### src/rtl/bcd_updown_display_pkg.sv
// Shared types and helpers for the BCD up/down counter display: count direction
// and the active-low 7-segment encoder.
package bcd_disp_pkg;

    typedef enum logic {
        DIR_UP   = 1'b0,
        DIR_DOWN = 1'b1
    } dir_e;

    localparam logic [7:0] SEG_BLANK = 8'hFF;
    localparam logic [3:0] BCD_MAX   = 4'd9;

    // Segment order {a,b,c,d,e,f,g,dp}; 0 = lit; dp always off.
    function automatic logic [7:0] seg_encode(input logic [3:0] digit);
        logic [7:0] code;
        case (digit)
            4'd0:    code = 8'b00000011;
            4'd1:    code = 8'b10011111;
            4'd2:    code = 8'b00100101;
            4'd3:    code = 8'b00001101;
            4'd4:    code = 8'b10011001;
            4'd5:    code = 8'b01001001;
            4'd6:    code = 8'b01000001;
            4'd7:    code = 8'b00011111;
            4'd8:    code = 8'b00000001;
            4'd9:    code = 8'b00001001;
            default: code = SEG_BLANK;
        endcase
        return code;
    endfunction

endpackage

### src/rtl/bcd_updown_display_if.sv
// Control and display bundle of the BCD up/down counter. The controller (master)
// drives en/updown/load/load_val; the counter (slave) drives count and display.
interface bcd_updown_display_if #(
    parameter int DIGITS = 2
);
    logic                  en;
    logic                  updown;
    logic                  load;
    logic [4*DIGITS-1:0]   load_val;
    logic [4*DIGITS-1:0]   count_bcd;
    logic                  wrap;
    logic                  load_err;
    logic [7:0]            seg;
    logic [DIGITS-1:0]     an;

    modport master (
        output en, updown, load, load_val,
        input  count_bcd, wrap, load_err, seg, an
    );

    modport slave (
        input  en, updown, load, load_val,
        output count_bcd, wrap, load_err, seg, an
    );
endinterface

### src/rtl/bcd_updown_display_digit.sv
// One BCD decade. Steps when i_en_in is high (all lower decades at their limit),
// load wins over stepping; o_at_limit flags 9 counting up or 0 counting down.
module bcd_digit
    import bcd_disp_pkg::*;
(
    input  logic       clk,
    input  logic       reset,
    input  logic       i_en_in,
    input  logic       i_updown,
    input  logic       i_load,
    input  logic [3:0] i_load_nib,
    output logic [3:0] o_digit,
    output logic       o_at_limit
);
    logic [3:0] r_digit;

    always_ff @(posedge clk) begin
        if (reset) begin
            r_digit <= 4'd0;
        end else if (i_load) begin
            // Out-of-range nibbles load as zero; the top level reports the error.
            r_digit <= (i_load_nib > BCD_MAX) ? 4'd0 : i_load_nib;
        end else if (i_en_in) begin
            if (i_updown == DIR_DOWN) begin
                r_digit <= (r_digit == 4'd0) ? BCD_MAX : r_digit - 4'd1;
            end else begin
                r_digit <= (r_digit == BCD_MAX) ? 4'd0 : r_digit + 4'd1;
            end
        end
    end

    assign o_digit    = r_digit;
    assign o_at_limit = (i_updown == DIR_DOWN) ? (r_digit == 4'd0) : (r_digit == BCD_MAX);

endmodule

### src/rtl/bcd_updown_display.sv
// N-digit BCD up/down counter with load, wrap pulse, load error pulse and a
// time-multiplexed 7-segment driver with optional leading-zero blanking.
module bcd_updown_display
    import bcd_disp_pkg::*;
#(
    parameter int DIGITS         = 2,
    parameter int SCAN_DIV       = 16,
    parameter int BLANK_LZ       = 0,
    parameter int SEG_ACTIVE_LOW = 1
) (
    input  logic clk,
    input  logic reset,
    bcd_updown_display_if.slave bus
);
    localparam int DIV_W = $clog2(SCAN_DIV);
    localparam int IDX_W = (DIGITS > 1) ? $clog2(DIGITS) : 1;
    localparam logic [7:0]        SEG_RST = (SEG_ACTIVE_LOW != 0) ? seg_encode(4'd0) : ~seg_encode(4'd0);
    localparam logic [DIGITS-1:0] AN_RST  = (SEG_ACTIVE_LOW != 0) ? ~DIGITS'(1) : DIGITS'(1);

    logic [4*DIGITS-1:0] w_count;
    logic [DIGITS:0]     w_chain;
    logic [DIGITS-1:0]   w_lim;
    logic [DIGITS-1:0]   w_bad_nib;
    logic [DIGITS-1:0]   w_lz;
    logic [3:0]          w_digit;
    logic                w_blank;
    logic [7:0]          w_seg_lo;
    logic [DIGITS-1:0]   w_an_lo;

    logic                r_wrap;
    logic                r_load_err;
    logic [DIV_W-1:0]    r_div;
    logic [IDX_W-1:0]    r_idx;
    logic [7:0]          r_seg;
    logic [DIGITS-1:0]   r_an;

    // w_chain[k] is the step enable of decade k: en and every lower decade at limit.
    assign w_chain[0] = bus.en;

    for (genvar k = 0; k < DIGITS; k++) begin : g_digit
        bcd_digit u_digit (
            .clk        (clk),
            .reset      (reset),
            .i_en_in    (w_chain[k]),
            .i_updown   (bus.updown),
            .i_load     (bus.load),
            .i_load_nib (bus.load_val[4*k +: 4]),
            .o_digit    (w_count[4*k +: 4]),
            .o_at_limit (w_lim[k])
        );
        assign w_chain[k+1] = w_chain[k] & w_lim[k];
        assign w_bad_nib[k] = (bus.load_val[4*k +: 4] > BCD_MAX);

        // w_lz[k]: decade k and every higher decade are zero.
        if (k == DIGITS - 1) begin : g_lz_top
            assign w_lz[k] = (w_count[4*k +: 4] == 4'd0);
        end else begin : g_lz_mid
            assign w_lz[k] = w_lz[k+1] & (w_count[4*k +: 4] == 4'd0);
        end
    end

    always_ff @(posedge clk) begin
        if (reset) begin
            r_wrap     <= 1'b0;
            r_load_err <= 1'b0;
        end else begin
            r_wrap     <= ~bus.load & w_chain[DIGITS];
            r_load_err <= bus.load & (|w_bad_nib);
        end
    end

    always_ff @(posedge clk) begin
        if (reset) begin
            r_div <= '0;
            r_idx <= '0;
        end else if (r_div == DIV_W'(SCAN_DIV - 1)) begin
            r_div <= '0;
            r_idx <= (r_idx == IDX_W'(DIGITS - 1)) ? '0 : r_idx + 1'b1;
        end else begin
            r_div <= r_div + 1'b1;
        end
    end

    always_comb begin
        w_digit = 4'd0;
        w_blank = 1'b0;
        w_an_lo = '1;
        for (int k = 0; k < DIGITS; k++) begin
            if (r_idx == IDX_W'(k)) begin
                w_digit    = w_count[4*k +: 4];
                w_blank    = (BLANK_LZ != 0) && (k > 0) && w_lz[k];
                w_an_lo[k] = 1'b0;
            end
        end
        w_seg_lo = w_blank ? SEG_BLANK : seg_encode(w_digit);
    end

    // seg and an share one register stage so the digit select and its pattern switch together.
    always_ff @(posedge clk) begin
        if (reset) begin
            r_seg <= SEG_RST;
            r_an  <= AN_RST;
        end else begin
            r_seg <= (SEG_ACTIVE_LOW != 0) ? w_seg_lo : ~w_seg_lo;
            r_an  <= (SEG_ACTIVE_LOW != 0) ? w_an_lo  : ~w_an_lo;
        end
    end

    assign bus.count_bcd = w_count;
    assign bus.wrap      = r_wrap;
    assign bus.load_err  = r_load_err;
    assign bus.seg       = r_seg;
    assign bus.an        = r_an;

endmodule

### src/flat_wrapper.sv
// flat-port wrapper written by rule: the top's interface ports become plain ports
module bcd_updown_display_flat import bcd_disp_pkg::*;
#(
    parameter int DIGITS         = 2,
    parameter int SCAN_DIV       = 16,
    parameter int BLANK_LZ       = 0,
    parameter int SEG_ACTIVE_LOW = 1
)
  (clk, reset, bus_en, bus_updown, bus_load, bus_load_val, bus_count_bcd, bus_wrap, bus_load_err, bus_seg, bus_an);
  bcd_updown_display_if #(.DIGITS(DIGITS)) bus_i ();
  input  logic clk;
  input  logic reset;
  input wire logic [$bits(bus_i.en)-1:0] bus_en;
  input wire logic [$bits(bus_i.updown)-1:0] bus_updown;
  input wire logic [$bits(bus_i.load)-1:0] bus_load;
  input wire logic [$bits(bus_i.load_val)-1:0] bus_load_val;
  output wire logic [$bits(bus_i.count_bcd)-1:0] bus_count_bcd;
  output wire logic [$bits(bus_i.wrap)-1:0] bus_wrap;
  output wire logic [$bits(bus_i.load_err)-1:0] bus_load_err;
  output wire logic [$bits(bus_i.seg)-1:0] bus_seg;
  output wire logic [$bits(bus_i.an)-1:0] bus_an;
  assign bus_i.en = bus_en;
  assign bus_i.updown = bus_updown;
  assign bus_i.load = bus_load;
  assign bus_i.load_val = bus_load_val;
  assign bus_count_bcd = bus_i.count_bcd;
  assign bus_wrap = bus_i.wrap;
  assign bus_load_err = bus_i.load_err;
  assign bus_seg = bus_i.seg;
  assign bus_an = bus_i.an;
  bcd_updown_display #(.DIGITS(DIGITS), .SCAN_DIV(SCAN_DIV), .BLANK_LZ(BLANK_LZ), .SEG_ACTIVE_LOW(SEG_ACTIVE_LOW)) u_core (.clk(clk), .reset(reset), .bus(bus_i));
endmodule
### config.mk
export PLATFORM = sky130hd
export DESIGN_NAME = bcd_updown_display_flat
export DESIGN_NICKNAME = d
export VERILOG_FILES = /design/src/rtl/bcd_updown_display_pkg.sv /design/src/rtl/bcd_updown_display_if.sv /design/src/rtl/bcd_updown_display_digit.sv /design/src/rtl/bcd_updown_display.sv /design/src/flat_wrapper.sv
export SDC_FILE = /design/constraint.sdc
export NUM_CORES = 1
export LEC_CHECK = 0
export CAP_MARGIN = 30
export CORE_MARGIN = 4
export CORE_UTILIZATION = 40
export CTS_CLUSTER_SIZE = 8
export DETAILED_ROUTE_END_ITERATION = 10
export GPL_ROUTABILITY_DRIVEN = 1
export PLACE_DENSITY = 0.66
export SLEW_MARGIN = 20
export SYNTH_ARGS = -nofsm -noshare
export SYNTH_HDL_FRONTEND = slang
export SYNTH_SLANG_ARGS = --single-unit
### constraint.sdc
create_clock -name clk -period 3.1 [get_ports clk]
set_input_delay 0.465 -clock clk [delete_from_list [all_inputs] [get_ports clk]]
set_output_delay 0.465 -clock clk [all_outputs]
set_load 0.02 [all_outputs]
* Word-level counts from Yosys, hierarchy flattened
Memories as Yosys holds them, arrays and structs flattened. A register that Yosys moved wholly into a read port is not among the register bits. Cells that the tools add are included.
Storage, ports and cells: output and inout bits 20, bits in read-only memories 112, bits of input ports 13, register bits 25, memories kept 1
Memories:
- (no name shown) | depth 16, bits a word 7, read ports 1, clocked after memory_dff 1, write ports 0, line bcd_updown_display_pkg.sv:16 | case (digit)
Cells by class: eq/ne operators 3, reductions and logical operators 6, add/sub/neg operators 6, muxes and demuxes 18, bitwise operators 5, order comparisons 2
Operator list (number):
- two-way mux 4 bit | 13
- adder 4 x 1 -> 4 bit, second input constant | 3
- == test 4 bit, second input constant | 3
- > comparator 4 bit, second input constant | 2
- logical NOT 4 bit | 2
- subtractor 4 x 1 -> 4 bit, second input constant | 2
- two-way mux 1 bit | 5
- AND 1 bit | 4
- nonzero test 2 bit | 2
- OR reduction 2 bit | 2
- adder 1 bit, second input constant | 1
- NOT 1 bit | 1

* Depth between registers and ports, before layout
Gate-level depths: netlist of run 1.
depth after elaboration 5, depth in mapped cells 7, depth with buffers taken out 6

* By module
A second synthesis of run 1 with hierarchy kept.
Second synthesis, totals: cells, all modules 164, area, all modules 1490.2 sq um
Modules (own cells, without submodules):
- bcd_updown_display | cells an instance 76, instances 1, sequential area each 320.3 sq um, area an instance 784.5 sq um
- bcd_digit | cells an instance 44, instances 2, sequential area each 80.1 sq um, area an instance 352.8 sq um

* Worst setup path before layout of run 1
No wires, ideal clock.
path type register to register, start point reg u_core.g_digit[1].u_digit.r_digit[1], end point reg u_core.r_seg[1] (netlist: u_core.bus.seg[1]), arrival 1.540 ns, library setup time 0.120 ns, data required time 2.980 ns, stages on the path, launching flop included 8, path buffers 1, slack 1.440 ns, cells stage by stage dfxtp_1 -> buf_2 -> mux2i_4 -> inv_1 -> ha_1 -> nor3_4 -> a21oi_1 -> or2_1
On the way: longest elaborated chain between the ends 1
RTL lines:
- from (decl) | line bcd_updown_display_digit.sv:15 | logic [3:0] r_digit;
- from (signal assigned) | line bcd_updown_display_digit.sv:22 | r_digit <= (i_load_nib > BCD_MAX) ? 4'd0 : i_load_nib;
- from (signal assigned) | line bcd_updown_display_digit.sv:25 | r_digit <= (r_digit == 4'd0) ? BCD_MAX : r_digit - 4'd1;
- from (signal assigned) | line bcd_updown_display_digit.sv:27 | r_digit <= (r_digit == BCD_MAX) ? 4'd0 : r_digit + 4'd1;
- two-way mux 4 bit | line bcd_updown_display.sv:89 | if (r_idx == IDX_W'(k)) begin
- to (decl) | line bcd_updown_display.sv:34 | logic [7:0] r_seg;
Every way passes these cells. A chain may end at the register's enable or synchronous reset.

* Worst setup path after layout of run 1
start point in bus_updown, end point reg u_core.g_digit[1].u_digit.r_digit[3]
On the way: longest elaborated chain between the ends 3, elaborated cells between the ends (all ways) 6, classes of those cells mux (4); bitwise (1); reduce/logical (1)
RTL lines:
- from (decl) | line flat_wrapper.sv:14 | input wire logic [$bits(bus_i.updown)-1:0] bus_updown;
- two-way mux 4 bit or two-way mux 1 bit (tied branches) | line bcd_updown_display_digit.sv:24, bcd_updown_display_digit.sv:33
- two-way mux 4 bit or AND 1 bit (tied branches) | line bcd_updown_display_digit.sv:23, bcd_updown_display.sv:51
- two-way mux 4 bit or nonzero test 2 bit (tied branches)
Parallel ways exist; a longest one is shown, timed or not. The select of a mux whose other input is x is not followed.

==> report_table.html, run 1 <==
<table>
<tr><th>Metric</th><th>Value</th></tr>
<tr><th colspan="2">Outcome</th></tr>
<tr><td>Status</td><td>finished clean</td></tr>
<tr><th colspan="2">Worst setup path</th></tr>
<tr><td>Critical Path Sink Type</td><td>flop</td></tr>
<tr><td>Critical Path RT</td><td>3260 ps</td></tr>
<tr><td>Critical path launch point type</td><td>input port</td></tr>
<tr><td>R2R cell count</td><td>6</td></tr>
<tr><td>Signal arrival time at the worst endpoint</td><td>2240 ps</td></tr>
<tr><td>Launch point of the worst reg-to-reg path</td><td>u_core.r_idx</td></tr>
<tr><td>Critical setup path kind</td><td>input port to flop</td></tr>
<tr><td>Capture instance of the worst register-to-register path</td><td>u_core.bus.seg[1]</td></tr>
<tr><td>Setup slack of the worst register-to-register path</td><td>1130 ps</td></tr>
<tr><td>Start point of the critical path</td><td>bus_updown</td></tr>
<tr><td>CP endpoint</td><td>u_core.g_digit[1].u_digit.o_digit[3]</td></tr>
<tr><td>Maximum fanout encountered on the critical timing path</td><td>18</td></tr>
<tr><th colspan="2">Synthesis</th></tr>
<tr><td>Mapped Avg Cell Area</td><td>8.744 sq um</td></tr>
<tr><td>Cells after Synth</td><td>169</td></tr>
<tr><td>Count of cell types in the netlist</td><td>48</td></tr>
<tr><td>Predominant post-synthesis flop cell</td><td>sky130_fd_sc_hd__dfxtp_1</td></tr>
<tr><td>Total of flip-flops plus latches after synthesis</td><td>24</td></tr>
<tr><td>Cell type with the highest aggregate area in the netlist</td><td>sky130_fd_sc_hd__dfxtp_1</td></tr>
<tr><td>Cell types occupying the most area after synthesis</td><td>sky130_fd_sc_hd__dfxtp_1 (33%), sky130_fd_sc_hd__ha_1 (5.9%), sky130_fd_sc_hd__a21oi_1 (4.4%)</td></tr>
<tr><td>Synth warn</td><td>0</td></tr>
<tr><td>Post-synth ARST share</td><td>0%</td></tr>
<tr><td>Fraction of post-synthesis cell area in the top cell type by area</td><td>32.51%</td></tr>
<tr><td>Register area share after synthesis</td><td>32.51%</td></tr>
<tr><td>Net count after synthesis</td><td>189</td></tr>
<tr><td>Number of flops mapped to enable cells by yosys</td><td>0</td></tr>
<tr><td>Total standard cell area after synthesis</td><td>1478 sq um</td></tr>
<tr><th colspan="2">Detailed routing</th></tr>
<tr><td>Via-to-Cell Ratio</td><td>5.403</td></tr>
<tr><td>DRC Markers</td><td>0</td></tr>
<tr><td>Average wire per standard cell</td><td>14.06 um</td></tr>
<tr><td>Routed via count</td><td>1275</td></tr>
<tr><td>DRT Pass-1 Iters</td><td>4</td></tr>
<tr><td>Aggregate routed wire length</td><td>3317 um</td></tr>
<tr><td>Number of DRC violations after detailed-routing iteration 0</td><td>67</td></tr>
<tr><td>Remaining number of nets flagged by the antenna check after routing</td><td>0</td></tr>
<tr><th colspan="2">Power and ir drop</th></tr>
<tr><td>Overall power consumption</td><td>812.7 uW</td></tr>
<tr><td>Total power divided by cell area</td><td>442.2 nW/um^2</td></tr>
<tr><td>IR drop worst, VDD</td><td>0.2087 mV</td></tr>
<tr><td>Leak Pwr</td><td>0.6868 nW</td></tr>
<tr><th colspan="2">Die</th></tr>
<tr><td>Initial Util</td><td>42.93%</td></tr>
<tr><td>Area of the die</td><td>4731 sq um</td></tr>
<tr><td>Placeable core area</td><td>3442 sq um</td></tr>
<tr><td>Vertical extent of the die</td><td>68.78 um</td></tr>
<tr><td>Die Wd</td><td>68.78 um</td></tr>
<tr><td>Total number of placement rows</td><td>21</td></tr>
<tr><td>Num ports</td><td>33</td></tr>
<tr><th colspan="2">STA</th></tr>
<tr><td>Final period utilization</td><td>67.21%</td></tr>
<tr><td>Period minus WS final</td><td>2084 ps</td></tr>
<tr><td>Post-Route Setup TNS</td><td>0 ps</td></tr>
<tr><td>Unrepaired setup endpoints after global routing</td><td>false</td></tr>
<tr><td>Final number of max-transition violations</td><td>0</td></tr>
<tr><td>Max-Slew Margin vs Limit</td><td>61.62%</td></tr>
<tr><td>Measured slew at the worst slew-check pin</td><td>573.9 ps</td></tr>
<tr><td>Worst setup skew after layout</td><td>5.614 ps</td></tr>
<tr><td>Highest attainable clock frequency</td><td>479.9 MHz</td></tr>
<tr><td>Final hold violation count</td><td>0</td></tr>
<tr><td>Endpoints failing setup</td><td>0</td></tr>
<tr><th colspan="2">Clock tree</th></tr>
<tr><td>Total CTS buffers</td><td>3</td></tr>
<tr><td>Setup fix buffers added after clock tree synthesis</td><td>0</td></tr>
<tr><td>Clock net sink count</td><td>24</td></tr>
<tr><td>Number of hold buffers added after CTS</td><td>0</td></tr>
<tr><td>Number of cells upsized or downsized after cts</td><td>0</td></tr>
<tr><td>H-tree level count</td><td>1</td></tr>
<tr><td>CTS Root Cell</td><td>sky130_fd_sc_hd__clkbuf_8</td></tr>
<tr><td>Reg clk slew, reported paths</td><td>90 ps</td></tr>
<tr><td>Clock Latency Late Sink</td><td>260 ps</td></tr>
<tr><td>Maximum buffer depth of the clock tree</td><td>2</td></tr>
<tr><td>CTS tree</td><td>built</td></tr>
<tr><th colspan="2">Place</th></tr>
<tr><td>HPWL reported at the end of detailed placement</td><td>2388 um</td></tr>
<tr><td>Number of port buffers</td><td>31</td></tr>
<tr><td>Final weighted congestion of routability-driven global placement</td><td>0.8193</td></tr>
<tr><td>Placed Instance Area</td><td>1767 sq um</td></tr>
<tr><th colspan="2">Job</th></tr>
<tr><td>Maximum Capacitance Violations</td><td>0</td></tr>
<tr><th colspan="2">Finish</th></tr>
<tr><td>Final layout net count</td><td>211</td></tr>
<tr><td>Diode count</td><td>0</td></tr>
<tr><td>Share of the core filled with cells in the final layout</td><td>53.40%</td></tr>
<tr><td>Footprint of the flip-flops and latches</td><td>480.5 sq um</td></tr>
<tr><td>Fraction of layout instances using a drive strength above 1</td><td>6.842%</td></tr>
<tr><td>Finished Cell Area</td><td>1838 sq um</td></tr>
<tr><td>Area taken by multi-input logic gates</td><td>884.6 sq um</td></tr>
<tr><td>Number of filler cells placed in the layout</td><td>317</td></tr>
<tr><td>Layout-stage area growth over the synthesis result</td><td>24.39%</td></tr>
<tr><th colspan="2">Worst hold path</th></tr>
<tr><td>HP Class</td><td>flop to flop</td></tr>
<tr><th colspan="2">Global route</th></tr>
<tr><td>GRT overflow</td><td>0</td></tr>
<tr><td>First-pass GRT wire length</td><td>5609 um</td></tr>
<tr><td>Number of global-route vias before repair</td><td>1216</td></tr>
<tr><td>Largest net degree at the start of global routing</td><td>19</td></tr>
<tr><td>GRT Total Usage</td><td>15.42%</td></tr>
<tr><td>Antenna violations before repair</td><td>0</td></tr>
</table>
## cells in the final DEF (no fill, tap or decap), types with 3 or more instances in the layout
| cell type | n |
|---|---|
| sky130_fd_sc_hd__clkdlybuf4s50_1 | 31 |
| sky130_fd_sc_hd__dfxtp_1 | 24 |
| sky130_fd_sc_hd__a21oi_1 | 13 |
| sky130_fd_sc_hd__nor2_1 | 12 |
| sky130_fd_sc_hd__o21ai_0 | 8 |
| sky130_fd_sc_hd__inv_1 | 7 |
| sky130_fd_sc_hd__ha_1 | 7 |
| sky130_fd_sc_hd__nand2_1 | 6 |
| sky130_fd_sc_hd__xnor2_1 | 5 |
| sky130_fd_sc_hd__a211oi_1 | 4 |
| sky130_fd_sc_hd__nand4b_1 | 4 |
| sky130_fd_sc_hd__o31ai_1 | 4 |
| sky130_fd_sc_hd__nand2b_1 | 4 |
| sky130_fd_sc_hd__xor2_1 | 4 |
| sky130_fd_sc_hd__mux2_2 | 3 |
| sky130_fd_sc_hd__nor3_1 | 3 |
| sky130_fd_sc_hd__nor2b_1 | 3 |
| sky130_fd_sc_hd__o22ai_1 | 3 |
| sky130_fd_sc_hd__nand3_1 | 3 |
| sky130_fd_sc_hd__and3_1 | 3 |
| sky130_fd_sc_hd__nand3b_1 | 3 |
| sky130_fd_sc_hd__a31oi_1 | 3 |
| sky130_fd_sc_hd__clkbuf_8 | 3 |
## cell type report
type                            instances  area share, %
Clock buffer                            3          2.246
Clock inverter                          1          1.634
Inverter                                7          1.430
Multi-Input combinational cell        123          48.13
Sequential cell                        24          26.14
Tap cell                               46          3.131
Timing Repair Buffer                   32          17.29
## state kept, by name, summed over array words and instances (netlist names)
name and count:
u_core.bus.wrap 1, u_core.g_digit.u_digit.o_digit 8, u_core.bus.an 2, u_core.bus.seg 7, u_core.r_div 4, u_core.bus.load_err 1, u_core.r_idx 1
## worst min-delay path by stage
stage                          startpoint               to  slack (ps)  cells past startpoint
after floorplan           u_core.r_div[3]  u_core.r_div[3]         450                      2
after global routing      u_core.r_div[0]  u_core.r_div[0]         540                      1
after CTS                 u_core.r_div[0]  u_core.r_div[0]         490                      1
after detailed placement  u_core.r_div[0]  u_core.r_div[0]         480                      1
final                     u_core.r_div[0]  u_core.r_div[0]         490                      1
after global placement    u_core.r_div[3]  u_core.r_div[3]         460                      2
## critical path, cell delays in order
cell	delay (ps)
sky130_fd_sc_hd__clkdlybuf4s50_1	830
sky130_fd_sc_hd__and3b_1	250
sky130_fd_sc_hd__o211a_4	280
sky130_fd_sc_hd__and2_1	150
sky130_fd_sc_hd__a211o_1	250
## layer usage
layer	share of wire [%]	vias to the layer above	global-route usage, %
met5	0	-	0
met4	1.0	0	5.353
met3	4.3	2	1.621
met2	48	36	25.86
met1	46	590	20.50
li1	-	647	-
## synth_stat cells (4+ instances only)
master	n
sky130_fd_sc_hd__a21oi_1	13
sky130_fd_sc_hd__nand2b_1	4
sky130_fd_sc_hd__nor2_1	12
sky130_fd_sc_hd__clkbuf_1	4
sky130_fd_sc_hd__buf_2	6
sky130_fd_sc_hd__inv_1	7
sky130_fd_sc_hd__nand2_1	6
sky130_fd_sc_hd__dfxtp_1	24
sky130_fd_sc_hd__ha_1	7
sky130_fd_sc_hd__o21ai_0	8
sky130_fd_sc_hd__o31ai_1	4
sky130_fd_sc_hd__nand4b_1	4
sky130_fd_sc_hd__xor2_1	4
sky130_fd_sc_hd__xnor2_1	5
sky130_fd_sc_hd__a211oi_1	4
## metrics by stage
step / setup slack [ps] / hold slack [ps] / instances
floorplan: 1440 / 453.1 / 169
global placement: 838.6 / 464.1 / 232
detailed placement: 785.7 / 480.0 / 232
CTS: 1022 / 494.6 / 236
global route: 953.5 / 543.5 / 236
finish: 1016 / 493.2 / 236
## kinds of logic after synthesis
| group | after synthesis | share of synthesized area (%) |
|---|---|---|
| muxes | 8 | 7.112 |
| AOI/OAI and AO/OA | 48 | 21.25 |
| adders and majority gates | 7 | 5.927 |
| xor gates and xnor gates | 9 | 5.334 |
| buffers and inverters | 22 | 7.620 |
| DFF | 24 | 32.51 |
| and+or+nand+nor | 50 | 19.98 |
| other | 1 | 0.2538 |
## where the power goes
part	total, mW	internal, mW	switching (mW)	leakage [nW]
Clock	0.272	0.172	0.100	0.0357
Sequential	0.357	0.328	0.0286	0.197
Combinational	0.184	0.0912	0.0924	0.454
Total	0.813	0.592	0.221	0.687
Note: power is estimated with default switching activity, not from simulation.
==> run 2, diff against run 1 <==
Settings changed: PLACE_DENSITY 0.66 to 0.68.
Clock period 3.1 ns to 1.7 ns, I/O delays scaled along.
==> run 2 against run 1 <==
Compared with the run above: sequential power rose by 78%; wire length rose by 6.1%; setup slack got worse by 950 ps; register-to-register slack got worse by 1000 ps; clock power rose by 86%; hold slack improved by 5.6 ps.
==> report_table.html, run 2 (synthesis gave the netlist of run 1 again) <==
<table>
<tr><th>Metric</th><th>Value</th></tr>
<tr><th colspan="2">Outcome</th></tr>
<tr><td>Status</td><td>finished clean</td></tr>
<tr><th colspan="2">Die</th></tr>
<tr><td>Die Wd</td><td>68.78 um (unchanged)</td></tr>
<tr><td>Total number of placement rows</td><td>21 (unchanged)</td></tr>
<tr><td>Placeable core area</td><td>3442 sq um (unchanged)</td></tr>
<tr><td>Area of the die</td><td>4731 sq um (unchanged)</td></tr>
<tr><td>Initial Util</td><td>42.93% (unchanged)</td></tr>
<tr><td>Num ports</td><td>33 (unchanged)</td></tr>
<tr><td>Vertical extent of the die</td><td>68.78 um (unchanged)</td></tr>
<tr><th colspan="2">STA</th></tr>
<tr><td>Unrepaired setup endpoints after global routing</td><td>false</td></tr>
<tr><td>Final number of max-transition violations</td><td>0 (unchanged)</td></tr>
<tr><td>Endpoints failing setup</td><td>0 (unchanged)</td></tr>
<tr><td>Worst setup skew after layout</td><td>1.543 ps (-4.071 ps)</td></tr>
<tr><td>Post-Route Setup TNS</td><td>0 ps (unchanged)</td></tr>
<tr><td>Period minus WS final</td><td>1634 ps</td></tr>
<tr><td>Final hold violation count</td><td>0 (unchanged)</td></tr>
<tr><td>Final period utilization</td><td>96.14%</td></tr>
<tr><td>Highest attainable clock frequency</td><td>611.8 MHz</td></tr>
<tr><th colspan="2">Place</th></tr>
<tr><td>Number of port buffers</td><td>31 (unchanged)</td></tr>
<tr><td>Final weighted congestion of routability-driven global placement</td><td>0.8492 (+3.6%)</td></tr>
<tr><td>Placed Instance Area</td><td>1872 sq um (+5.9%)</td></tr>
<tr><td>HPWL reported at the end of detailed placement</td><td>2638 um (+10%)</td></tr>
<tr><td>Placed insts</td><td>246 (+6.0%)</td></tr>
<tr><th colspan="2">Worst setup path</th></tr>
<tr><td>Top Family by Delay on Critical Path</td><td>buffers and inverters</td></tr>
<tr><td>Slowest-stage cell, CP</td><td>sky130_fd_sc_hd__clkdlybuf4s50_1</td></tr>
<tr><td>Combined buffer and inverter count along the critical path</td><td>1 (unchanged)</td></tr>
<tr><td>Worst path cell trace</td><td>clkdlybuf4s50_1</td></tr>
<tr><td>Critical setup path kind</td><td>flop to primary output</td></tr>
<tr><td>Critical Path Sink Type</td><td>primary output</td></tr>
<tr><td>Critical path launch point type</td><td>flop</td></tr>
<tr><td>Signal arrival time at the worst endpoint</td><td>1380 ps (-860 ps)</td></tr>
<tr><td>Critical Path RT</td><td>1440 ps (-1820 ps)</td></tr>
<tr><td>Delay of the slowest cell on the worst path</td><td>650 ps (-180 ps)</td></tr>
<tr><td>Maximum fanout encountered on the critical timing path</td><td>10 (-8)</td></tr>
<tr><th colspan="2">Clock tree</th></tr>
<tr><td>Clock net sink count</td><td>24 (unchanged)</td></tr>
<tr><td>CTS tree</td><td>built</td></tr>
<tr><td>CTS Root Cell</td><td>sky130_fd_sc_hd__clkbuf_8</td></tr>
<tr><td>Setup fix buffers added after clock tree synthesis</td><td>0 (unchanged)</td></tr>
<tr><td>Number of hold buffers added after CTS</td><td>0 (unchanged)</td></tr>
<tr><td>Clock Latency Late Sink</td><td>270 ps (about the same)</td></tr>
<tr><td>Total CTS buffers</td><td>3 (unchanged)</td></tr>
<tr><td>Reg clk slew, reported paths</td><td>90 ps (about the same)</td></tr>
<tr><td>Maximum buffer depth of the clock tree</td><td>2 (unchanged)</td></tr>
<tr><td>H-tree level count</td><td>1 (unchanged)</td></tr>
<tr><td>Number of cells upsized or downsized after cts</td><td>5 (+5)</td></tr>
<tr><th colspan="2">Global route</th></tr>
<tr><td>Largest net degree at the start of global routing</td><td>16 (-3)</td></tr>
<tr><td>Number of global-route vias before repair</td><td>1313 (+8.0%)</td></tr>
<tr><td>First-pass GRT wire length</td><td>5733 um (+2.2%)</td></tr>
<tr><td>GRT Total Usage</td><td>16.05% (+0.63 points)</td></tr>
<tr><td>Antenna violations before repair</td><td>0 (unchanged)</td></tr>
<tr><td>GRT overflow</td><td>0 (unchanged)</td></tr>
<tr><th colspan="2">Finish</th></tr>
<tr><td>Most frequent cells in the layout</td><td>sky130_fd_sc_hd__clkdlybuf4s50_1 (27), sky130_fd_sc_hd__dfxtp_1 (19), sky130_fd_sc_hd__buf_4 (15)</td></tr>
<tr><td>Layout-stage area growth over the synthesis result</td><td>32.94%</td></tr>
<tr><td>Finished Cell Area</td><td>1964 sq um (+6.9%)</td></tr>
<tr><td>Fraction of layout instances using a drive strength above 1</td><td>15.69% (+8.8 points)</td></tr>
<tr><td>Flip-flop count of the largest register, all copies and words added</td><td>8 (unchanged)</td></tr>
<tr><td>Diode count</td><td>0 (unchanged)</td></tr>
<tr><td>Most frequent standard cell in the layout excluding fill and tap cells</td><td>sky130_fd_sc_hd__clkdlybuf4s50_1</td></tr>
<tr><td>Layout Cells excl Fill</td><td>250 (+5.9%)</td></tr>
<tr><td>Final layout net count</td><td>225 (+6.6%)</td></tr>
<tr><th colspan="2">Power and ir drop</th></tr>
<tr><td>Overall power consumption</td><td>1.525 mW (+88%)</td></tr>
<tr><td>Leak Pwr</td><td>0.8068 nW (+17%)</td></tr>
<tr><td>IR drop worst, VDD</td><td>0.4000 mV (+92%)</td></tr>
<tr><td>Total power divided by cell area</td><td>776.3 nW/um^2 (+76%)</td></tr>
<tr><th colspan="2">Detailed routing</th></tr>
<tr><td>Aggregate routed wire length</td><td>3518 um (+6.1%)</td></tr>
<tr><td>Via-to-Cell Ratio</td><td>5.420 (+0.32%)</td></tr>
<tr><td>Number of DRC violations after detailed-routing iteration 0</td><td>42 (-37%)</td></tr>
<tr><td>Remaining number of nets flagged by the antenna check after routing</td><td>0 (unchanged)</td></tr>
<tr><td>DRC Markers</td><td>0 (unchanged)</td></tr>
<tr><td>Average wire per standard cell</td><td>14.07 um (+0.12%)</td></tr>
<tr><td>Routed via count</td><td>1355 (+6.3%)</td></tr>
<tr><td>DRT Pass-1 Iters</td><td>4 (unchanged)</td></tr>
<tr><th colspan="2">Worst hold path</th></tr>
<tr><td>HP Class</td><td>flop to flop</td></tr>
<tr><th colspan="2">Job</th></tr>
<tr><td>Maximum Capacitance Violations</td><td>0 (unchanged)</td></tr>
</table>
run 2: stage by stage:
| stage | worst slack [ps] | hold slack (ps) | utilization (%) |
|---|---|---|---|
| detailed placement | -144.1 | 486.5 | 54.38 |
| global route | 16.65 | 519.4 | 57.07 |
| finish | 65.54 | 498.8 | 57.07 |
| floorplan | 39.83 | 420.5 | - |
| global placement | -80.58 | 462.1 | 54.38 |
| CTS | 20.65 | 498.5 | 56.56 |
run 2: worst register-to-register path, stage by stage (launching register included):
cell and delay (ps):
sky130_fd_sc_hd__dfxtp_2 390, sky130_fd_sc_hd__mux2_2 390, sky130_fd_sc_hd__ha_1 240, sky130_fd_sc_hd__nor3_4 190, sky130_fd_sc_hd__a21oi_1 50, sky130_fd_sc_hd__or2_1 210
run 2: power breakdown:
part	switching [mW]	leakage, nW	internal (mW)
Clock	0.190	0.0357	0.315
Sequential	0.0368	0.199	0.600
Combinational	0.193	0.572	0.190
Total	0.420	0.807	1.10
run 2: path summary, 6_finish.rpt:
kind | from | endpoint | slack [ps] | depth (start not counted)
max | u_core.g_digit[1].u_digit.o_digit[1] | bus_count_bcd[5] | 70 | 1
min | u_core.r_div[0] | u_core.r_div[0] | 500 | 1
max reg2reg | u_core.r_idx | u_core.bus.seg[1] | 130 | 5
min reg2reg | u_core.r_div[0] | u_core.r_div[0] | 500 | 1
run 2: routing by layer:
layer	global-route usage, %	part of all wire, %	wire (um)	vias to the layer above
li1	-	-	-	677
met4	10.22	3.3	116	0
met1	18.36	45	1575	637
met5	0	0	0	-
met3	3.079	3.4	120	10
met2	27.18	48	1705	31
run 2: cell type report:
| cell class | count | area, sq um |
|---|---|---|
| Clock buffer | 3 | 41.29 |
| Clock inverter | 1 | 30.03 |
| Fill cell | 301 | 1478 |
| Inverter | 7 | 26.28 |
| Multi-Input combinational cell | 123 | 893.4 |
| Sequential cell | 24 | 486.7 |
| Tap cell | 46 | 57.56 |
| Timing Repair Buffer | 46 | 429.2 |
==> run 3, diff against run 2 <==
Settings changed: ABC_AREA set to 0.
==> results of run 3 <==
Final layout, timing and power as in run 2 (identical DEF).
